## config.mk

```make
export PLATFORM = sky130hd
export DESIGN_NAME = irq_ctrl
export DESIGN_NICKNAME = d
export VERILOG_FILES = /design/src/rtl/irq_ctrl_pkg.sv /design/src/rtl/irq_prio_enc.sv /design/src/rtl/irq_ctrl.sv
export SDC_FILE = /design/constraint.sdc
export NUM_CORES = 1
export LEC_CHECK = 0
export ABC_AREA = 1
export CELL_PAD_IN_SITES_DETAIL_PLACEMENT = 1
export CELL_PAD_IN_SITES_GLOBAL_PLACEMENT = 2
export CORE_MARGIN = 5
export CORE_UTILIZATION = 20
export DETAILED_ROUTE_END_ITERATION = 10
export HOLD_SLACK_MARGIN = 0.06
export PLACE_DENSITY = 0.87
export SLEW_MARGIN = 25
export SYNTH_ARGS = -nofsm -noshare
export SYNTH_HDL_FRONTEND = slang
export SYNTH_SLANG_ARGS = --single-unit
```

## constraint.sdc

```tcl
create_clock -name PCLK -period 1.8 [get_ports PCLK]
set_clock_uncertainty 0.2 [all_clocks]
set_input_delay 0.36 -clock PCLK [delete_from_list [all_inputs] [get_ports PCLK]]
set_output_delay 0.36 -clock PCLK [all_outputs]
set_load 0.01 [all_outputs]
```

## src/rtl/irq_ctrl_pkg.sv

```systemverilog
// Shared constants for the interrupt controller: register offsets, VECTOR layout
// and the offset decoder used by the APB front end.
package irq_ctrl_pkg;

    localparam logic [7:0] OFS_RAW    = 8'h00;
    localparam logic [7:0] OFS_ENABLE = 8'h04;
    localparam logic [7:0] OFS_PEND   = 8'h08;
    localparam logic [7:0] OFS_CLEAR  = 8'h0C;
    localparam logic [7:0] OFS_VECTOR = 8'h10;
    localparam logic [7:0] OFS_SWSET  = 8'h14;

    localparam int VEC_VALID_BIT = 31;
    localparam int VEC_IDX_W     = 5;

    typedef enum logic [2:0] {
        REG_RAW,
        REG_ENABLE,
        REG_PEND,
        REG_CLEAR,
        REG_VECTOR,
        REG_SWSET,
        REG_NONE
    } reg_sel_e;

    function automatic reg_sel_e decode_ofs(input logic [7:0] ofs);
        reg_sel_e sel;
        case (ofs)
            OFS_RAW:    sel = REG_RAW;
            OFS_ENABLE: sel = REG_ENABLE;
            OFS_PEND:   sel = REG_PEND;
            OFS_CLEAR:  sel = REG_CLEAR;
            OFS_VECTOR: sel = REG_VECTOR;
            OFS_SWSET:  sel = REG_SWSET;
            default:    sel = REG_NONE;
        endcase
        return sel;
    endfunction

endpackage

```

## src/rtl/irq_prio_enc.sv

```systemverilog
// Lowest-index-wins priority encoder; reports whether any request is set and
// the index of the lowest one.
module irq_prio_enc
    import irq_ctrl_pkg::*;
#(
    parameter int N = 8
) (
    input  logic [N-1:0]           req_i,
    output logic                   valid_o,
    output logic [VEC_IDX_W-1:0]   idx_o
);

    // Scan downward so the last hit, the lowest index, is the one that sticks.
    always_comb begin
        valid_o = 1'b0;
        idx_o   = '0;
        for (int i = N - 1; i >= 0; i--) begin
            if (req_i[i]) begin
                valid_o = 1'b1;
                idx_o   = VEC_IDX_W'(i);
            end
        end
    end

endmodule

```

## src/rtl/irq_ctrl.sv

```systemverilog
// APB interrupt controller: rising-edge capture into sticky RAW bits, ENABLE mask,
// lowest-index vector and a registered merged interrupt output.
module irq_ctrl
    import irq_ctrl_pkg::*;
#(
    parameter logic [11:0] BASE_ADR = 12'h0,
    parameter int          ADR_W    = 32,
    parameter int          DAT_W    = 32,
    parameter int          NUM_IRQ  = 8
) (
    input  logic               PCLK,
    input  logic               PRESET,
    input  logic [ADR_W-1:0]   PADDR,
    input  logic               PSEL,
    input  logic               PENABLE,
    input  logic               PWRITE,
    input  logic [DAT_W-1:0]   PWDATA,
    output logic               PREADY,
    output logic [DAT_W-1:0]   PRDATA,
    output logic               PSLVERR,
    input  logic [NUM_IRQ-1:0] IRQ_IN,
    output logic               IRQ_OUT
);

    logic [NUM_IRQ-1:0]   raw_q, raw_d;
    logic [NUM_IRQ-1:0]   en_q, en_d;
    logic [NUM_IRQ-1:0]   irq_d_q;
    logic [DAT_W-1:0]     prdata_q, prdata_d;
    logic                 pslverr_q, pslverr_d;
    logic                 irq_out_q, irq_out_d;

    logic                 blk_sel;
    logic                 mapped;
    logic                 setup_ph;
    logic                 wr_acc;
    reg_sel_e             reg_sel;
    logic [NUM_IRQ-1:0]   wdata_irq;
    logic [NUM_IRQ-1:0]   clr_mask;
    logic [NUM_IRQ-1:0]   set_mask;
    logic [NUM_IRQ-1:0]   rise;
    logic [NUM_IRQ-1:0]   pend;
    logic                 vec_valid;
    logic [VEC_IDX_W-1:0] vec_idx;
    logic [DAT_W-1:0]     rdata;
    logic                 unused_bits;

    assign unused_bits = ^{PADDR, PWDATA};

    assign blk_sel   = PSEL && (PADDR[ADR_W-1:ADR_W-12] == BASE_ADR);
    assign reg_sel   = decode_ofs(PADDR[7:0]);
    assign mapped    = (reg_sel != REG_NONE);
    assign setup_ph  = PSEL && !PENABLE;
    assign wr_acc    = blk_sel && PENABLE && PWRITE && mapped;
    assign wdata_irq = PWDATA[NUM_IRQ-1:0];

    assign clr_mask  = (wr_acc && reg_sel == REG_CLEAR) ? wdata_irq : '0;
    assign set_mask  = (wr_acc && reg_sel == REG_SWSET) ? wdata_irq : '0;
    assign rise      = IRQ_IN & ~irq_d_q;
    assign pend      = raw_q & en_q;

    irq_prio_enc #(
        .N (NUM_IRQ)
    ) u_prio_enc (
        .req_i   (pend),
        .valid_o (vec_valid),
        .idx_o   (vec_idx)
    );

    // Sets are OR-ed in after the clear so a same-cycle set survives.
    always_comb begin
        raw_d = (raw_q & ~clr_mask) | rise | set_mask;
        en_d  = (wr_acc && reg_sel == REG_ENABLE) ? wdata_irq : en_q;
    end

    always_comb begin
        rdata = '0;
        case (reg_sel)
            REG_RAW:    rdata[NUM_IRQ-1:0] = raw_q;
            REG_ENABLE: rdata[NUM_IRQ-1:0] = en_q;
            REG_PEND:   rdata[NUM_IRQ-1:0] = pend;
            REG_VECTOR: begin
                rdata[VEC_VALID_BIT]   = vec_valid;
                rdata[VEC_IDX_W-1:0]   = vec_idx;
            end
            default:    rdata = '0;
        endcase
    end

    // Read data and error are sampled in the setup phase and held for the access phase.
    always_comb begin
        prdata_d  = prdata_q;
        pslverr_d = 1'b0;
        if (setup_ph) begin
            prdata_d  = (blk_sel && !PWRITE && mapped) ? rdata : '0;
            pslverr_d = blk_sel && !mapped;
        end
        irq_out_d = |pend;
    end

    always_ff @(posedge PCLK or posedge PRESET) begin
        if (PRESET) begin
            raw_q     <= '0;
            en_q      <= '0;
            irq_d_q   <= '0;
            prdata_q  <= '0;
            pslverr_q <= 1'b0;
            irq_out_q <= 1'b0;
        end else begin
            raw_q     <= raw_d;
            en_q      <= en_d;
            irq_d_q   <= IRQ_IN;
            prdata_q  <= prdata_d;
            pslverr_q <= pslverr_d;
            irq_out_q <= irq_out_d;
        end
    end

    assign PREADY  = 1'b1;
    assign PRDATA  = prdata_q;
    assign PSLVERR = pslverr_q;
    assign IRQ_OUT = irq_out_q;

endmodule

```

# After elaboration in Yosys (flattened, before gate mapping)

Cells that the tools add are included.

Bits in registers: 58
Input port bits: 77
Output and inout bits: 35
Word-level logic and storage cells: 66

Equal/unequal tests: 11
Muxes and demuxes: 24
Bitwise logic cells: 7
Reduce and logical (&&, ||, !) cells: 18

Operator list:

| kind                                                 | number |
|---|---|
| 2-to-1 mux 32 bit                                    | 1 |
| bitwise AND 8 bit                                    | 3 |
| 2-to-1 mux 3 bit                                     | 8 |
| case mux 5 bit (4 select lines)                      | 1 |
| case mux 3 bit (6 select lines)                      | 1 |
| equality test 8 x 4 -> 1 bit (second input constant) | 2 |
| equality test 8 x 5 -> 1 bit (second input constant) | 2 |
| 2-to-1 mux 8 bit                                     | 2 |
| inverter 8 bit                                       | 2 |
| bitwise OR 8 bit                                     | 2 |
| zero test 12 bit                                     | 1 |
| logical AND 1 bit                                    | 11 |
| 2-to-1 mux 1 bit                                     | 10 |
| case mux 3 bit (3 select lines)                      | 1 |
| equality test 8 x 3 -> 1 bit (second input constant) | 1 |
| zero test 8 bit                                      | 1 |
| OR reduction 8 bit                                   | 1 |
| equality test 3 x 2 -> 1 bit (second input constant) | 2 |
| equality test 3 bit (second input constant)          | 2 |
| equality test 3 x 1 -> 1 bit (second input constant) | 1 |
| zero test 1 bit                                      | 3 |
| zero test 3 bit                                      | 1 |
| inequality test 3 bit (second input constant)        | 1 |

# Depth between registers and ports, before layout

Depth in word-level cells: 11
Depth in mapped cells: 12
Gate-level depth less buffers: 12

# Cells and area by module

Synthesis repeated with hierarchy kept, for this count alone.

Cells, all modules: 326
Area total of the unflattened synthesis: 2,292.2 µm²

Modules (own cells, without submodules):

| module       | instances | cells an instance | area each (µm²) | seq. area each (µm²) |
|---|---|---|---|---|
| irq_ctrl     | 1         | 301               | 2,174.6         | 875.8 |
| irq_prio_enc | 1         | 25                | 117.6           | 0.0 |

# Worst setup path before layout

Ideal clock, no wire load.

Path kind: input to register
Start point: input PADDR[23]
End point: register raw_q[3]
Library setup time: 0.125 ns
Arrival: 1.372 ns
Required time: 1.475 ns
Path slack: 0.103 ns
Cell stages on the path: 8
Path buffers: 1
Path through: or2_1 nor3_2 nand2_2 nor3_4 buf_6 nand3_1 nand2_1 nand3_1

Longest elaborated chain between the ends: 11
Elaborated cells on any way between the ends: 13
Classes of those cells: 2 x mux; 4 x bitwise; 7 x reduce/logical

RTL lines:

| element                          | RTL line        | source |
|---|---|---|
| start, declared                  | irq_ctrl.sv:13  | `input logic [ADR_W-1:0] PADDR,` |
| zero test 12 bit *               | irq_ctrl.sv:49  | `assign blk_sel = PSEL && (PADDR[ADR_W-1:ADR_W-12] == BASE_ADR);` |
| logical AND 1 bit *              | irq_ctrl.sv:49  |  |
| logical AND 1 bit * (3 in a row) | irq_ctrl.sv:53  | `assign wr_acc = blk_sel && PENABLE && PWRITE && mapped;` |
| logical AND 1 bit                | irq_ctrl.sv:56  | `assign clr_mask = (wr_acc && reg_sel == REG_CLEAR) ? wdata_irq : '0;` |
| 2-to-1 mux 8 bit                 | irq_ctrl.sv:56  |  |
| inverter 8 bit                   | irq_ctrl.sv:71  | `raw_d = (raw_q & ~clr_mask) \| rise \| set_mask;` |
| bitwise AND 8 bit                | irq_ctrl.sv:71  |  |
| bitwise OR 8 bit                 | irq_ctrl.sv:71  |  |
| bitwise OR 8 bit *               | irq_ctrl.sv:71  |  |
| named net raw_d[3]               | irq_ctrl.sv:25  | `logic [NUM_IRQ-1:0] raw_q, raw_d;` |
| end signal, assigned             | irq_ctrl.sv:109 | `raw_q <= raw_d;` |
| end, declared                    | irq_ctrl.sv:25  |  |

The timed path passes the listed nets; every way through them passes the cells marked *.
A chain may end at the register's enable or synchronous reset.

# Worst setup path after layout

Start point: register prdata_q[2], in the netlist PRDATA[2]
End point: output PRDATA[2]

RTL lines:

| element                | RTL line        | source |
|---|---|---|
| start, declared        | irq_ctrl.sv:28  | `logic [DAT_W-1:0] prdata_q, prdata_d;` |
| start signal, assigned | irq_ctrl.sv:112 | `prdata_q <= prdata_d;` |
| end, declared          | irq_ctrl.sv:19  | `output logic [DAT_W-1:0] PRDATA,` |

No word-level cell between the ends.

==> impl_results.md <==
* Tot GR Track Use at 10.3%
* WP data required at between 1 and 1.5 ns
* Final period util at 97.1%
* Crit end category: output pin
* CP max FO at 2
* Combinational Power Share at 13.7%
* Cells after Synth at around 290
* Final HPWL DP at 4.94 mm
* CTS Sinks at 35
* Hold buffer count at CTS at 0
* Static leakage at 1.69 nW
* FF-to-FF setup slack at 0.35 ns
* Worst Path Buf+Inv at 1
* Sw Share at around 25%
* Routability Congestion at 0.756
* Longest Clk Path Bufs at 2
* Antenna cells at 0
* Largest net degree at the start of global routing at 30
* Most common cell after layout, fill and taps aside: nand2_1
* Routed Antenna Nets at 0
* Sequential share of power at 45.3%
* Largest stage delay on the critical path at 0.54 ns
* I/O Pins at roughly 110
* Period minus WS final at 1.75 ns
* Syn-to-layout area delta at 56.6%
* Clock latency on the worst-skew pair at 0.29 ns
* Slowest-stage cell, CP: clkdlybuf4s50_1
* Routed wire per std cell at 12.6 µm
* Cell Pwr Density at 526 nW/µm²
* Detailed-route via count at 2,120
* CP arrival at 1.19 ns
* Worst r2r src: raw_q[7]
* Synthesized flop and latch total at 35
* Clk root buf: clkbuf_8
* Nets at between 400 and 500
* H-tree levels at 2
* # rows at 37
* Die X at 113 µm
* Fin util at 32.3%
* Crit Path Category: flip-flop to output pin
* Syn_area_per_cell at 7.44 µm²
* Hold Path Class: input port to async pin
* Most frequent cells in the layout: nand2_1, nand3_1, dfrtp_1
* Unrepaired setup endpoints after global routing: true
* Via-to-Cell Ratio at 4.05
* Placeable Area at 10,400 µm²
* Startpoint Class: flip-flop
* Global-route wire length before repair at between 10 and 15 mm
* Die Y at roughly 110 µm
* Vias in the first global route at 2,282
* Worst VDD drop at 0.222 mV
* Syn Std Cell Area at 2140 µm²
* Outcome: finished clean
* IO Port Bufs at 51
* Drt drc at 0
* FMAX at 0.572 GHz
* Total placed instance area at 2890 µm²
* Cell variety after synth at 23
* Worst R2R Path Depth at 12
* Cts bufs inserted at 5
* Initial Util at 20.6%
* Overall Power at ~0.0018 W
* Layout cells sized above 1 at 23.0%
* Post-route cell area at between 3000 and 4000 µm²
* Pins Over Slew Limit at 0
* Final setup TNS at 0 ns
* Warnings from Yosys at 0
* Initial antenna violation count at 0
* Crit-path cells: clkdlybuf4s50_1
* Setup violators final at 0
* Seq/Total Area, Yosys at 41.0%
* Clk pwr share at 41.0%
* Fillers at 1,285
* Worst r2r dst: PRDATA[0]
* CTS tree: yes
* Max-cap viol count at 0
* Fin Hold WS at approximately 0.11 ns
* Int Power at between 0.001 and 0.0015 W
* Total Wirelength at 6.57 mm
* Die area at 12,800 µm²
* Final Hold Viols at 0
* NetSw at 0.000432 W
* Total gr overflow at 0
* Crit path max-delay family: buffers and inverters
* Clock slew at reported path FFs at around 0.080 ns
* Initial DRC count at 43
* Pre-Repair DR Iteration Count at 4
## cells in the mapped netlist (all sizes together)
cell type    n  share of area [%]
or2          1               0.29
nand4       13                3.8
conb         2               0.35
nor2        18                4.6
inv         32                5.6
o211ai       6                2.1
dfrtp       35                 41
nand2      100                 18
nor3         7                3.2
buf         28                 10
clkbuf       1               0.18
a31oi        1               0.29
nor4         1               0.29
nand3       39                9.1
o21bai       1               0.35
o21ai        2               0.64
## final cells by class
class                           instances  area, µm²  share of cell area (%)
Sequential cell                        35        876                    26.2
Clock buffer                            5       68.8                    2.06
Timing Repair Buffer                   99       1010                    30.2
Tap cell                              136        170                    5.09
Clock inverter                          3       43.8                    1.31
Multi-Input combinational cell        213       1060                    31.6
Inverter                               32        120                    3.59
## power by group through the flow
stage | sequential [W] | clock, W | combinational (W)
6_report | 0.000797 | 0.000722 | 0.000241
5_1_grt | 0.000798 | 0.000789 | 0.000265
4_1_cts | 0.000797 | 0.000747 | 0.000229
3_5_place_dp | 0.000812 | 0 | 0.000220
3_3_place_gp | 0.000812 | 0 | 0.000215
2_1_floorplan | 0.000812 | 0 | 0.000115
## metal layers
| layer | up-vias | routed length (µm) | track usage (%) |
|---|---|---|---|
| met5 | - | 0 | 0 |
| met4 | 0 | 32 | 1.28 |
| met3 | 5 | 320 | 2.73 |
| met2 | 44 | 3430 | 18.5 |
| met1 | 1000 | 2790 | 12.6 |
| li1 | 1071 | - | - |
## sequential cells by signal, indices dropped and copies added (netlist names)
signal   flops
PSLVERR      1
PRDATA       9
IRQ_OUT      1
raw_q        8
irq_d_q      8
en_q         8
## how the worst max path moves through the flow
stage	startpoint	end	cells after the start
after floorplan	PADDR[23]	raw_q[3]	8
after global placement	PADDR[6]	PRDATA[1]	10
after detailed placement	PADDR[7]	PRDATA[2]	10
after CTS	PADDR[29]	raw_q[1]	12
after global routing	PADDR[2]	PRDATA[2]	9
final	PRDATA[2]	PRDATA[2]	1
## logic make-up after synthesis
logic type / Yosys count / share of synthesized area [%]
AOI/OAI and AO/OA: 10 / 3.40
buffers and inverters: 61 / 16.2
DFF: 35 / 41.0
other: 2 / 0.352
and+or+nand+nor: 179 / 39.1
## through the flow
step | worst slack, ns | instances
2_1_floorplan | 0.103 | 309
3_3_place_gp | -0.438 | 491
3_5_place_dp | -0.465 | 491
4_1_cts | 0.00511 | 519
5_1_grt | -0.0181 | 523
6_report | 0.0516 | 523
## worst register-to-register path, stage by stage, from the launching register on
cell and delay [ns]:
dfrtp_1 0.41, nand2_1 0.15, inv_1 0.05, nand2_1 0.05, nand2_1 0.05, nand2_1 0.06
nand2_1 0.05, nand2_1 0.05, nand2_1 0.05, nand3_1 0.06, nand3_1 0.07, nand2_1 0.06
nand2_1 0.04
## timing repair
| item | in CTS | in global routing |
|---|---|---|
| pin swaps | 22 | 17 |
| setup buffers | 18 | 4 |
| resized for setup | 33 | 27 |
| endpoints found under the setup margin | 24 | 24 |
| cloned | 3 | 0 |
No activity file was read; power rests on OpenSTA's default activity.
